<file path="src/rtl/pc_sequencer_if.sv">
// rtl/pc_sequencer_if.sv - PC, instruction ROM and datapath signals of the Hack sequencer
interface pc_sequencer_if;
  // PC controls
  logic [15:0] pc_out;
  logic [15:0] pc_in;
  logic        pc_load;
  logic        pc_inc;
  logic        pc_reset;
  // instruction ROM fetch
  logic        rom_req;
  logic        rom_ready;
  logic [15:0] rom_data;
  // datapath presentation and ALU flags
  logic [15:0] instr;
  logic        instr_valid;
  logic        exec_ready;
  logic        zr;
  logic        ng;
  logic [15:0] a_reg;

  modport master (
    input  pc_out, rom_ready, rom_data, exec_ready, zr, ng, a_reg,
    output pc_in, pc_load, pc_inc, pc_reset, rom_req, instr, instr_valid
  );

  modport slave (
    output pc_out, rom_ready, rom_data, exec_ready, zr, ng, a_reg,
    input  pc_in, pc_load, pc_inc, pc_reset, rom_req, instr, instr_valid
  );
endinterface

</file>
<file path="src/rtl/pc_sequencer.sv">
// rtl/pc_sequencer.sv - Hack PC fetch/execute sequencer with halt detect, fetch timeout and retire count
module pc_sequencer #(
  parameter int FETCH_TIMEOUT = 255,
  parameter int CNT_W         = 32
) (
  input  logic             CLK,
  input  logic             reset,
  input  logic             run,
  pc_sequencer_if.master   bus,
  output logic             halted,
  output logic             fetch_err,
  output logic [CNT_W-1:0] retired
);

  typedef enum logic [2:0] {
    S_RST   = 3'd0,
    S_IDLE  = 3'd1,
    S_FETCH = 3'd2,
    S_EXEC  = 3'd3,
    S_HALT  = 3'd4,
    S_ERR   = 3'd5
  } state_t;

  // The counter holds the number of ready-less FETCH cycles already seen,
  // so the last permitted cycle is the one where it equals FETCH_TIMEOUT-1.
  localparam logic [15:0] TIMEOUT_LAST = 16'(FETCH_TIMEOUT - 1);

  state_t           state_q;
  state_t           state_d;
  logic [15:0]      tcnt_q;
  logic [15:0]      tcnt_d;
  logic [15:0]      instr_q;
  logic [CNT_W-1:0] retired_q;

  logic             capture;
  logic             retire;
  logic             load;
  logic             inc;
  logic             taken;
  logic             self_jump;

  assign taken = instr_q[15] &
                 ((instr_q[2] & bus.ng) |
                  (instr_q[1] & bus.zr) |
                  (instr_q[0] & ~bus.ng & ~bus.zr));

  assign self_jump = (bus.a_reg == bus.pc_out);

  always_comb begin
    state_d         = state_q;
    tcnt_d          = '0;
    capture         = 1'b0;
    retire          = 1'b0;
    load            = 1'b0;
    inc             = 1'b0;
    bus.rom_req     = 1'b0;
    bus.instr_valid = 1'b0;

    unique case (state_q)
      S_RST: begin
        state_d = S_IDLE;
      end

      S_IDLE: begin
        if (run) begin
          state_d = S_FETCH;
        end
      end

      S_FETCH: begin
        bus.rom_req = 1'b1;
        if (bus.rom_ready) begin
          capture = 1'b1;
          state_d = S_EXEC;
        end else if (tcnt_q == TIMEOUT_LAST) begin
          state_d = S_ERR;
        end else begin
          tcnt_d = tcnt_q + 16'd1;
        end
      end

      S_EXEC: begin
        bus.instr_valid = 1'b1;
        if (bus.exec_ready) begin
          retire = 1'b1;
          if (taken && self_jump) begin
            state_d = S_HALT;
          end else begin
            load    = taken;
            inc     = ~taken;
            state_d = run ? S_FETCH : S_IDLE;
          end
        end
      end

      S_HALT: begin
        state_d = S_HALT;
      end

      S_ERR: begin
        state_d = S_ERR;
      end

      default: begin
        state_d = S_RST;
      end
    endcase

    // Reset overrides the state decode so no PC strobe collides with pc_reset.
    if (reset) begin
      state_d = S_RST;
      tcnt_d  = '0;
      capture = 1'b0;
      retire  = 1'b0;
      load    = 1'b0;
      inc     = 1'b0;
    end
  end

  always_ff @(posedge CLK) begin
    if (reset) begin
      state_q   <= S_RST;
      tcnt_q    <= '0;
      instr_q   <= '0;
      retired_q <= '0;
    end else begin
      state_q <= state_d;
      tcnt_q  <= tcnt_d;
      if (capture) begin
        instr_q <= bus.rom_data;
      end
      if (retire) begin
        retired_q <= retired_q + {{(CNT_W-1){1'b0}}, 1'b1};
      end
    end
  end

  assign bus.pc_in    = bus.a_reg;
  assign bus.pc_load  = load;
  assign bus.pc_inc   = inc;
  assign bus.pc_reset = reset | (state_q == S_RST);
  assign bus.instr    = instr_q;

  assign halted    = (state_q == S_HALT);
  assign fetch_err = (state_q == S_ERR);
  assign retired   = retired_q;

endmodule

</file>
<file path="src/flat_wrapper.sv">
// flat-port wrapper written by rule: the top's interface ports become plain ports
module pc_sequencer_flat 
#(
  parameter int FETCH_TIMEOUT = 255,
  parameter int CNT_W         = 32
)
  (CLK, reset, run, halted, fetch_err, retired, bus_pc_out, bus_rom_ready, bus_rom_data, bus_exec_ready, bus_zr, bus_ng, bus_a_reg, bus_pc_in, bus_pc_load, bus_pc_inc, bus_pc_reset, bus_rom_req, bus_instr, bus_instr_valid);
  pc_sequencer_if bus_i ();
  input  logic CLK;
  input  logic reset;
  input  logic run;
  output logic halted;
  output logic fetch_err;
  output logic [CNT_W-1:0] retired;
  input wire logic [$bits(bus_i.pc_out)-1:0] bus_pc_out;
  input wire logic [$bits(bus_i.rom_ready)-1:0] bus_rom_ready;
  input wire logic [$bits(bus_i.rom_data)-1:0] bus_rom_data;
  input wire logic [$bits(bus_i.exec_ready)-1:0] bus_exec_ready;
  input wire logic [$bits(bus_i.zr)-1:0] bus_zr;
  input wire logic [$bits(bus_i.ng)-1:0] bus_ng;
  input wire logic [$bits(bus_i.a_reg)-1:0] bus_a_reg;
  output wire logic [$bits(bus_i.pc_in)-1:0] bus_pc_in;
  output wire logic [$bits(bus_i.pc_load)-1:0] bus_pc_load;
  output wire logic [$bits(bus_i.pc_inc)-1:0] bus_pc_inc;
  output wire logic [$bits(bus_i.pc_reset)-1:0] bus_pc_reset;
  output wire logic [$bits(bus_i.rom_req)-1:0] bus_rom_req;
  output wire logic [$bits(bus_i.instr)-1:0] bus_instr;
  output wire logic [$bits(bus_i.instr_valid)-1:0] bus_instr_valid;
  assign bus_i.pc_out = bus_pc_out;
  assign bus_i.rom_ready = bus_rom_ready;
  assign bus_i.rom_data = bus_rom_data;
  assign bus_i.exec_ready = bus_exec_ready;
  assign bus_i.zr = bus_zr;
  assign bus_i.ng = bus_ng;
  assign bus_i.a_reg = bus_a_reg;
  assign bus_pc_in = bus_i.pc_in;
  assign bus_pc_load = bus_i.pc_load;
  assign bus_pc_inc = bus_i.pc_inc;
  assign bus_pc_reset = bus_i.pc_reset;
  assign bus_rom_req = bus_i.rom_req;
  assign bus_instr = bus_i.instr;
  assign bus_instr_valid = bus_i.instr_valid;
  pc_sequencer #(.FETCH_TIMEOUT(FETCH_TIMEOUT), .CNT_W(CNT_W)) u_core (.CLK(CLK), .reset(reset), .run(run), .bus(bus_i), .halted(halted), .fetch_err(fetch_err), .retired(retired));
endmodule
</file>
<file path="config.mk">
export PLATFORM = sky130hd
export DESIGN_NAME = pc_sequencer_flat
export DESIGN_NICKNAME = d
export VERILOG_FILES = /design/src/rtl/pc_sequencer_if.sv /design/src/rtl/pc_sequencer.sv /design/src/flat_wrapper.sv
export SDC_FILE = /design/constraint.sdc
export NUM_CORES = 1
export LEC_CHECK = 0
export ABC_AREA = 1
export ABC_CLOCK_PERIOD_IN_PS = 3300
export BUFFER_PORTS_ARGS = -buffer_cell sky130_fd_sc_hd__clkbuf_2
export CAP_MARGIN = 20
export CORE_MARGIN = 3
export CORE_UTILIZATION = 47
export DETAILED_ROUTE_END_ITERATION = 7
export PLACE_DENSITY = 0.73
export SYNTH_ARGS = -nofsm -noshare
export SYNTH_HDL_FRONTEND = slang
export SYNTH_SLANG_ARGS = --single-unit
</file>
<file path="constraint.sdc">
create_clock -name CLK -period 3.3 [get_ports CLK]
set_clock_uncertainty 0.1 [all_clocks]
set_input_delay 0.66 -clock CLK [delete_from_list [all_inputs] [get_ports CLK]]
set_output_delay 0.66 -clock CLK [all_outputs]
set_load 0.01 [all_outputs]
</file>
==> results of run 1 <==
logic make-up (layout without fill, tap and decap cells):
| logic type | Yosys count | count (layout) | share of synthesized area (%) |
|---|---|---|---|
| AND/OR/NAND/NOR | 303 | 303 | 36.1 |
| buffers and inverters | 112 | 227 | 13.3 |
| AO/OA/AOI/OAI | 71 | 71 | 10.5 |
| flip-flops | 67 | 67 | 36.2 |
| XOR/XNOR | 12 | 12 | 2.84 |
| adder cells (fa/ha/maj) | 3 | 3 | 1.01 |
sequential cells by signal (all words and copies together), names as in the netlist:
signal            count
u_core.retired       32
u_core.bus.instr     16
u_core.tcnt_q        16
u_core.state_q        3
layout by cell type (no fill, tap or decap), drive strengths merged:
| cell type | count |
|---|---|
| a211oi | 1 |
| a21oi | 41 |
| a22oi | 1 |
| buf | 2 |
| bufinv | 1 |
| clkbuf | 136 |
| clkinv | 2 |
| dfxtp | 67 |
| ha | 3 |
| inv | 86 |
| nand2 | 148 |
| nand3 | 16 |
| nand3b | 4 |
| nand4 | 12 |
| nor2 | 102 |
| nor3 | 13 |
| nor3b | 3 |
| nor4 | 3 |
| o21a | 7 |
| o21ai | 16 |
| o21bai | 4 |
| o31ai | 1 |
| or2 | 2 |
| xnor2 | 2 |
| xor2 | 10 |
worst reg2reg max path, cell delays in order, from the launching register on:
cell     delay, ns
dfxtp_1       0.43
inv_1         0.08
nor3_1        0.20
nand2_1       0.40
inv_1         0.52
nor2_1        0.08
nand2_1       0.08
nand2_1       0.04
a21oi_1       0.13
layout make-up:
cell class	instances	area share (%)
clock inverter	3	0.893
tap	99	2.76
clock buffer	11	3.15
sequential	67	29.9
timing repair buffer	127	14.3
inverter	86	7.26
multi-input combinational	389	41.7
layer usage:
metal | part of all wire [%] | wire length [um] | global-route usage (%)
met1 | 45 | 3960 | 24.1
met2 | 45 | 3970 | 31.7
met3 | 8.2 | 725 | 5.02
met4 | 2.0 | 174 | 8.17
met5 | 0 | 0 | 0
final timing paths:
check / start / end / slack (ns) / cells past startpoint
worst min register to register: u_core.bus.instr[7] / u_core.bus.instr[7] / 0.37 / 2
worst max register to register: u_core.state_q[1] / u_core.state_q[1] / 1.15 / 8
worst max-delay path: u_core.state_q[0] / bus_pc_load / 0.79 / 7
worst min-delay path: u_core.bus.instr[7] / u_core.bus.instr[7] / 0.37 / 2
power groups by stage:
stage | registers [mW] | logic [mW] | clock network [mW]
after CTS | 0.885 | 0.325 | 0.661
after floorplan | 0.903 | 0.211 | 0
after detailed placement | 0.902 | 0.324 | 0
after global routing | 0.889 | 0.361 | 0.693
final | 0.885 | 0.323 | 0.651
after global placement | 0.901 | 0.318 | 0
metrics by stage:
stage | cell area (um2) | std cells | utilization (%) | hold WS [ns]
6_report | 4480 | 782 | 60.2 | 0.369
5_1_grt | 4480 | 782 | 60.2 | 0.391
4_1_cts | 4480 | 782 | 60.2 | 0.369
3_5_place_dp | 4300 | 768 | 57.7 | 0.359
3_3_place_gp | 4300 | 768 | 57.7 | 0.353
2_1_floorplan | 3700 | 568 | - | 0.341
==> results.sh, run 1 <==
export IMPL_status="finished clean"
export IMPL_grt_pass1_wl_mm=14.0
export IMPL_drc=0
export IMPL_worst_path_max_delay_cell="dfxtp_1"
export IMPL_seq_area_um2=1340
export IMPL_rsz0062_at_grt="no"
export IMPL_dp_hpwl_mm=6.90
export IMPL_antenna_found_initial=0
export IMPL_synthFlopType="dfxtp_1"
export IMPL_ir_worst_vdd_uv=282
export IMPL_p_clk_share_pct=35.0
export IMPL_final_max_slew_viol_count=0
export IMPL_pre_cts_slack_ns=0.923
export IMPL_avgRoutedWirePerCell_um=11.3
export IMPL_antenna_cells=0
export IMPL_yosys_warnings=0
export IMPL_grt_max_degree=33
export IMPL_critPathTopFamily="simple AND/OR/NAND/NOR gates"
export IMPL_std_cell_rows=31
export IMPL_clk_latency_ns=0.33
export IMPL_yosys_area_top_type="dfxtp_1"
export IMPL_drt_initial_drc_count=120
export IMPL_async_flop_share_pct=0
export IMPL_core_area_um2=7450
export IMPL_design_die_area_um2=8980
export IMPL_overflow=0
export IMPL_end_kind="output port"
export IMPL_setup_viol=0
export IMPL_final_hold_viol_count=0
export IMPL_clockBufferDepth=2
export IMPL_synth_top_area_share_pct=36.2
export IMPL_area_delta_synth_final_pct=21.1
export IMPL_start_util_pct=49.7
export IMPL_path_cells="nand2_2 -> nor2_4 -> nand3_4 -> inv_4 -> nand2_1 -> a21oi_1 -> clkbuf_2"
export IMPL_p_sw_share_pct=28.3
export IMPL_dr_pass1_iters=4
export IMPL_powerDensity_nw_per_um2=415
export IMPL_synth_edf_count=0
export IMPL_p_comb_share_pct=17.4
export IMPL_post_cts_resized=0
export IMPL_yosysMostFrequentCell="nand2_1"
export IMPL_cts_sinks=67
export IMPL_max_cap_violations=0
export IMPL_num_vias=3751
export IMPL_grt_util_all_layers_pct=19.3
export IMPL_place_congestion=0.907
export IMPL_cts_tree="yes"
export IMPL_synth_seq_area_share_pct=36.2
export IMPL_pin_count=126
export IMPL_worst_path_buf_inv=2
export IMPL_finalPower_mw=1.86
export IMPL_drtAntennaViolNets=0
export IMPL_ys_seq_elements=67
export IMPL_min_period_ns=2.51
export IMPL_worst_setup_path_start_kind="flop"
export IMPL_drt_wl_total_mm=8.84
export IMPL_root_buffer="clkbuf_8"
export IMPL_p_int_mw=1.33
export IMPL_post_cts_buffers=0
export IMPL_p_seq_share_pct=47.6
export IMPL_fmax_mhz=399
export IMPL_die_w_um=94.7
export IMPL_avgSynthCellArea_um2=6.52
export IMPL_hold_buffers=0
export IMPL_die_h_um=94.7
export IMPL_grt_pass1_vias=3262
export IMPL_synth_cell_types=31
export IMPL_worstPathArrival_ns=1.75
export IMPL_synth_common_cells="143 x nand2_1, 97 x nor2_1, 85 x inv_1, 67 x dfxtp_1, 41 x a21oi_1"
export IMPL_port_buffers=125
export IMPL_cts_buffers=9
export IMPL_multi_input_area_um2=1870
export IMPL_fin_tns_setup_ns=0
export IMPL_power_switching_mw=0.525
export IMPL_worstPathRequired_ns=2.54
export IMPL_synthTopCellsByArea="dfxtp_1 36%, nand2_1 15%, nor2_1 9.8%"
export IMPL_cts_max_level=3
export IMPL_critical_path_class="reg2out"
export IMPL_critical_path_max_stage_delay_ns=0.45
export IMPL_fin_ws_ns=0.791
export IMPL_path_clk_slew_ns=0.07
export IMPL_p_leak_nw=2.17
export IMPL_synth_area_um2=3700
export IMPL_viasPerCell=4.80
export IMPL_hold_class="reg2reg"
export IMPL_max_slew_worst_pin_slew_ns=0.601
export IMPL_slew_headroom_pct=59.8
export IMPL_path_max_fanout=7
export IMPL_fillers=733
export IMPL_finalCritPeriodShare_pct=76.0
export IMPL_fin_nets=738
export IMPL_syn_nets=626
export IMPL_synth_cells=568
export IMPL_drive_above_1_share_pct=22.7
(Power assumes the default switching activity.)
==> run 2: changes to the inputs <==
Settings changed: ABC_AREA 1 to 0, ABC_CLOCK_PERIOD_IN_PS 3300 to 2200, CORE_UTILIZATION 47 to 44, PLACE_DENSITY 0.73 to 0.74.
Clock period 3.3 ns to 2.2 ns, I/O delays scaled along.
==> results.sh, run 2 <==
export IMPL_fin_nets=575
export IMPL_grt_pass1_vias=2888
export IMPL_std_cell_rows=30
export IMPL_fin_ws_ns=0.0280
export IMPL_synth_edf_count=0
export IMPL_final_cell_mix="124 x clkbuf_2, 66 x dfxtp_1, 55 x nand2_1, 42 x nor2_1, 35 x xnor2_1"
export IMPL_startpoint="u_core.bus.instr[0]"
export IMPL_p_seq_share_pct=49.2
export IMPL_p_comb_share_pct=16.9
export IMPL_fillers=656
export IMPL_final_hold_viol_count=0
export IMPL_synthTopCellsByArea="dfxtp_1 41%, xnor2_1 9.3%, nand2_1 6.3%"
export IMPL_overflow=0
export IMPL_avgSynthCellArea_um2=8.27
export IMPL_cts_sinks=67
export IMPL_path_max_fanout=3
export IMPL_async_flop_share_pct=0
export IMPL_antenna_found_initial=0
export IMPL_port_buffers=125
export IMPL_hold_slack_ns=0.215
export IMPL_status="finished clean"
export IMPL_critical_path_class="reg2out"
export IMPL_core_area_um2=7020
export IMPL_start_util_pct=47.0
export IMPL_grt_pass1_wl_mm=13.1
export IMPL_antenna_cells=0
export IMPL_ys_seq_elements=67
export IMPL_synth_cells=399
export IMPL_p_leak_nw=1.68
export IMPL_p_sw_share_pct=27.4
export IMPL_synth_area_um2=3300
export IMPL_synth_cell_types=48
export IMPL_pin_count=126
export IMPL_place_congestion=0.839
export IMPL_multi_input_area_um2=1760
export IMPL_design_die_area_um2=8580
export IMPL_final_area_um2=4140
export IMPL_pre_cts_slack_ns=-0.00153
export IMPL_yosys_area_top_type="dfxtp_1"
export IMPL_seq_area_um2=1340
export IMPL_yosys_warnings=0
export IMPL_drive_above_1_share_pct=31.5
export IMPL_rsz0062_at_grt="yes"
export IMPL_placed_area_um2=3940
export IMPL_yosysMostFrequentCell="dfxtp_1"
export IMPL_synth_top_area_share_pct=40.6
export IMPL_dp_hpwl_mm=5.99
export IMPL_hold_class="in2reg"
export IMPL_area_delta_synth_final_pct=25.4
export IMPL_root_buffer="clkbuf_8"
export IMPL_cts_buffers=9
export IMPL_end_kind="output port"
export IMPL_post_route_util_pct=59.0
export IMPL_fin_tns_setup_ns=0
export IMPL_synth_seq_area_share_pct=40.6
export IMPL_num_vias=3127
export IMPL_largest_reg_flops=32
export IMPL_p_clk_share_pct=33.9
export IMPL_clockBufferDepth=2
export IMPL_setup_worst_path_end="bus_pc_load"
export IMPL_die_h_um=92.6
export IMPL_setup_viol=0
export IMPL_powerDensity_nw_per_um2=626
export IMPL_crit_reg2reg_capture="u_core.retired[28]"
export IMPL_clk_latency_ns=0.34
export IMPL_min_period_ns=2.17
export IMPL_grt_max_degree=53
export IMPL_worstPathRequired_ns=1.66
export IMPL_synthFlopType="dfxtp_1"
export IMPL_finalCritPeriodShare_pct=98.7
export IMPL_final_max_slew_viol_count=0
export IMPL_drc=0
export IMPL_fmax_mhz=460
export IMPL_worst_setup_path_start_kind="flop"
export IMPL_drtAntennaViolNets=0
export IMPL_hold_buffers=0
export IMPL_grt_util_all_layers_pct=18.7
export IMPL_worstPathArrival_ns=1.63
export IMPL_power_switching_mw=0.710
export IMPL_syn_nets=457
export IMPL_r2r_setup_slack_ns=0.24
export IMPL_slew_headroom_pct=64.1
export IMPL_viasPerCell=5.07
export IMPL_max_slew_worst_pin_slew_ns=0.538
export IMPL_final_common_cell="clkbuf_2"
export IMPL_drt_wl_total_mm=8.14
export IMPL_p_int_mw=1.88
export IMPL_cts_tree="yes"
export IMPL_drt_initial_drc_count=183
export IMPL_cts_max_level=3
export IMPL_max_cap_violations=0
export IMPL_synth_common_cells="67 x dfxtp_1, 55 x nand2_1, 42 x nor2_1, 35 x xnor2_1, 31 x a21oi_1"
export IMPL_dr_pass1_iters=4
export IMPL_path_clk_slew_ns=0.07
export IMPL_rr_worst_depth=5
export IMPL_die_w_um=92.6
export IMPL_rr_startpoint="u_core.retired[8]"
export IMPL_avgRoutedWirePerCell_um=13.2
export IMPL_ir_worst_vdd_uv=427
## run 2: cell types whose count changed in the layout (fill, tap and decap cells not counted), sizes merged, moves of 7 or more
cell / previous run / this run
nand2: 148 / 55
inv: 86 / 8
nor2: 102 / 42
xnor2: 2 / 35
buf: 2 / 13
or3: 0 / 11
a21oi: 41 / 31
o21a: 7 / 0
## run 2: area by class of cell
cell class / count / area share, %
Multi-Input combinational cell: 294 / 42.6
Sequential cell: 67 / 32.4
Inverter: 8 / 0.726
Clock inverter: 5 / 0.726
Timing Repair Buffer: 137 / 17.3
Clock buffer: 10 / 3.33
Tap cell: 96 / 2.90
## run 2: stage by stage
stage                     instances  total power [mW]
final                           617              2.59
after global routing            617              2.73
after CTS                       616              2.62
after detailed placement        601              1.73
after global placement          601              1.72
after floorplan                 399              1.57
## run 2: worst min path at each step
stage	from	to	slack [ns]	cells past startpoint
after floorplan	u_core.tcnt_q[0]	u_core.tcnt_q[0]	0.34	1
after global placement	u_core.bus.instr[12]	u_core.bus.instr[12]	0.34	2
after detailed placement	u_core.bus.instr[8]	u_core.bus.instr[8]	0.35	2
after CTS	bus_rom_data[0]	u_core.bus.instr[0]	0.20	3
after global routing	bus_rom_data[12]	u_core.bus.instr[12]	0.21	3
final	bus_rom_data[0]	u_core.bus.instr[0]	0.22	3
## run 2: power by group through the flow
stage / Combinational (mW) / Sequential [mW] / Clock, mW
global route: 0.488 / 1.28 / 0.967
floorplan: 0.260 / 1.31 / 0
detailed placement: 0.430 / 1.30 / 0
global placement: 0.423 / 1.30 / 0
CTS: 0.436 / 1.27 / 0.907
finish: 0.438 / 1.27 / 0.877
## run 2: repair_timing
action / 4_1_cts / 5_1_grt
resized for setup: 4 / 3
hold endpoints to repair: 0 / 0
endpoints found under the setup margin: 2 / 2
buffers inserted: 0 / 1
pin swaps: 1 / 1
## run 2: per-layer routing
| layer | up-vias | track usage [%] | routed length, um |
|---|---|---|---|
| li1 | 1599 | - | - |
| met1 | 1420 | 24.0 | 3670 |
| met2 | 98 | 30.1 | 3820 |
| met3 | 10 | 6.09 | 540 |
| met4 | 0 | 5.25 | 113 |
| met5 | - | 0 | 0 |
## run 2: cell families (layout without fill, tap and decap cells)
logic type / after synthesis / count (layout) / share of synthesized area, %
flops: 67 / 67 / 40.6
fa+ha+maj: 3 / 3 / 1.14
simple gates: 188 / 188 / 29.1
mux: 1 / 1 / 0.303
compound gates: 54 / 54 / 9.40
buf+inv: 38 / 160 / 6.71
xor+xnor: 48 / 48 / 12.7
## run 2: critical path, cell delays in order (launching register included)
cell and delay (ns):
dfxtp_2 0.34, or3b_4 0.39, a21boi_4 0.18, nor3b_4 0.22
buf_2 0.16
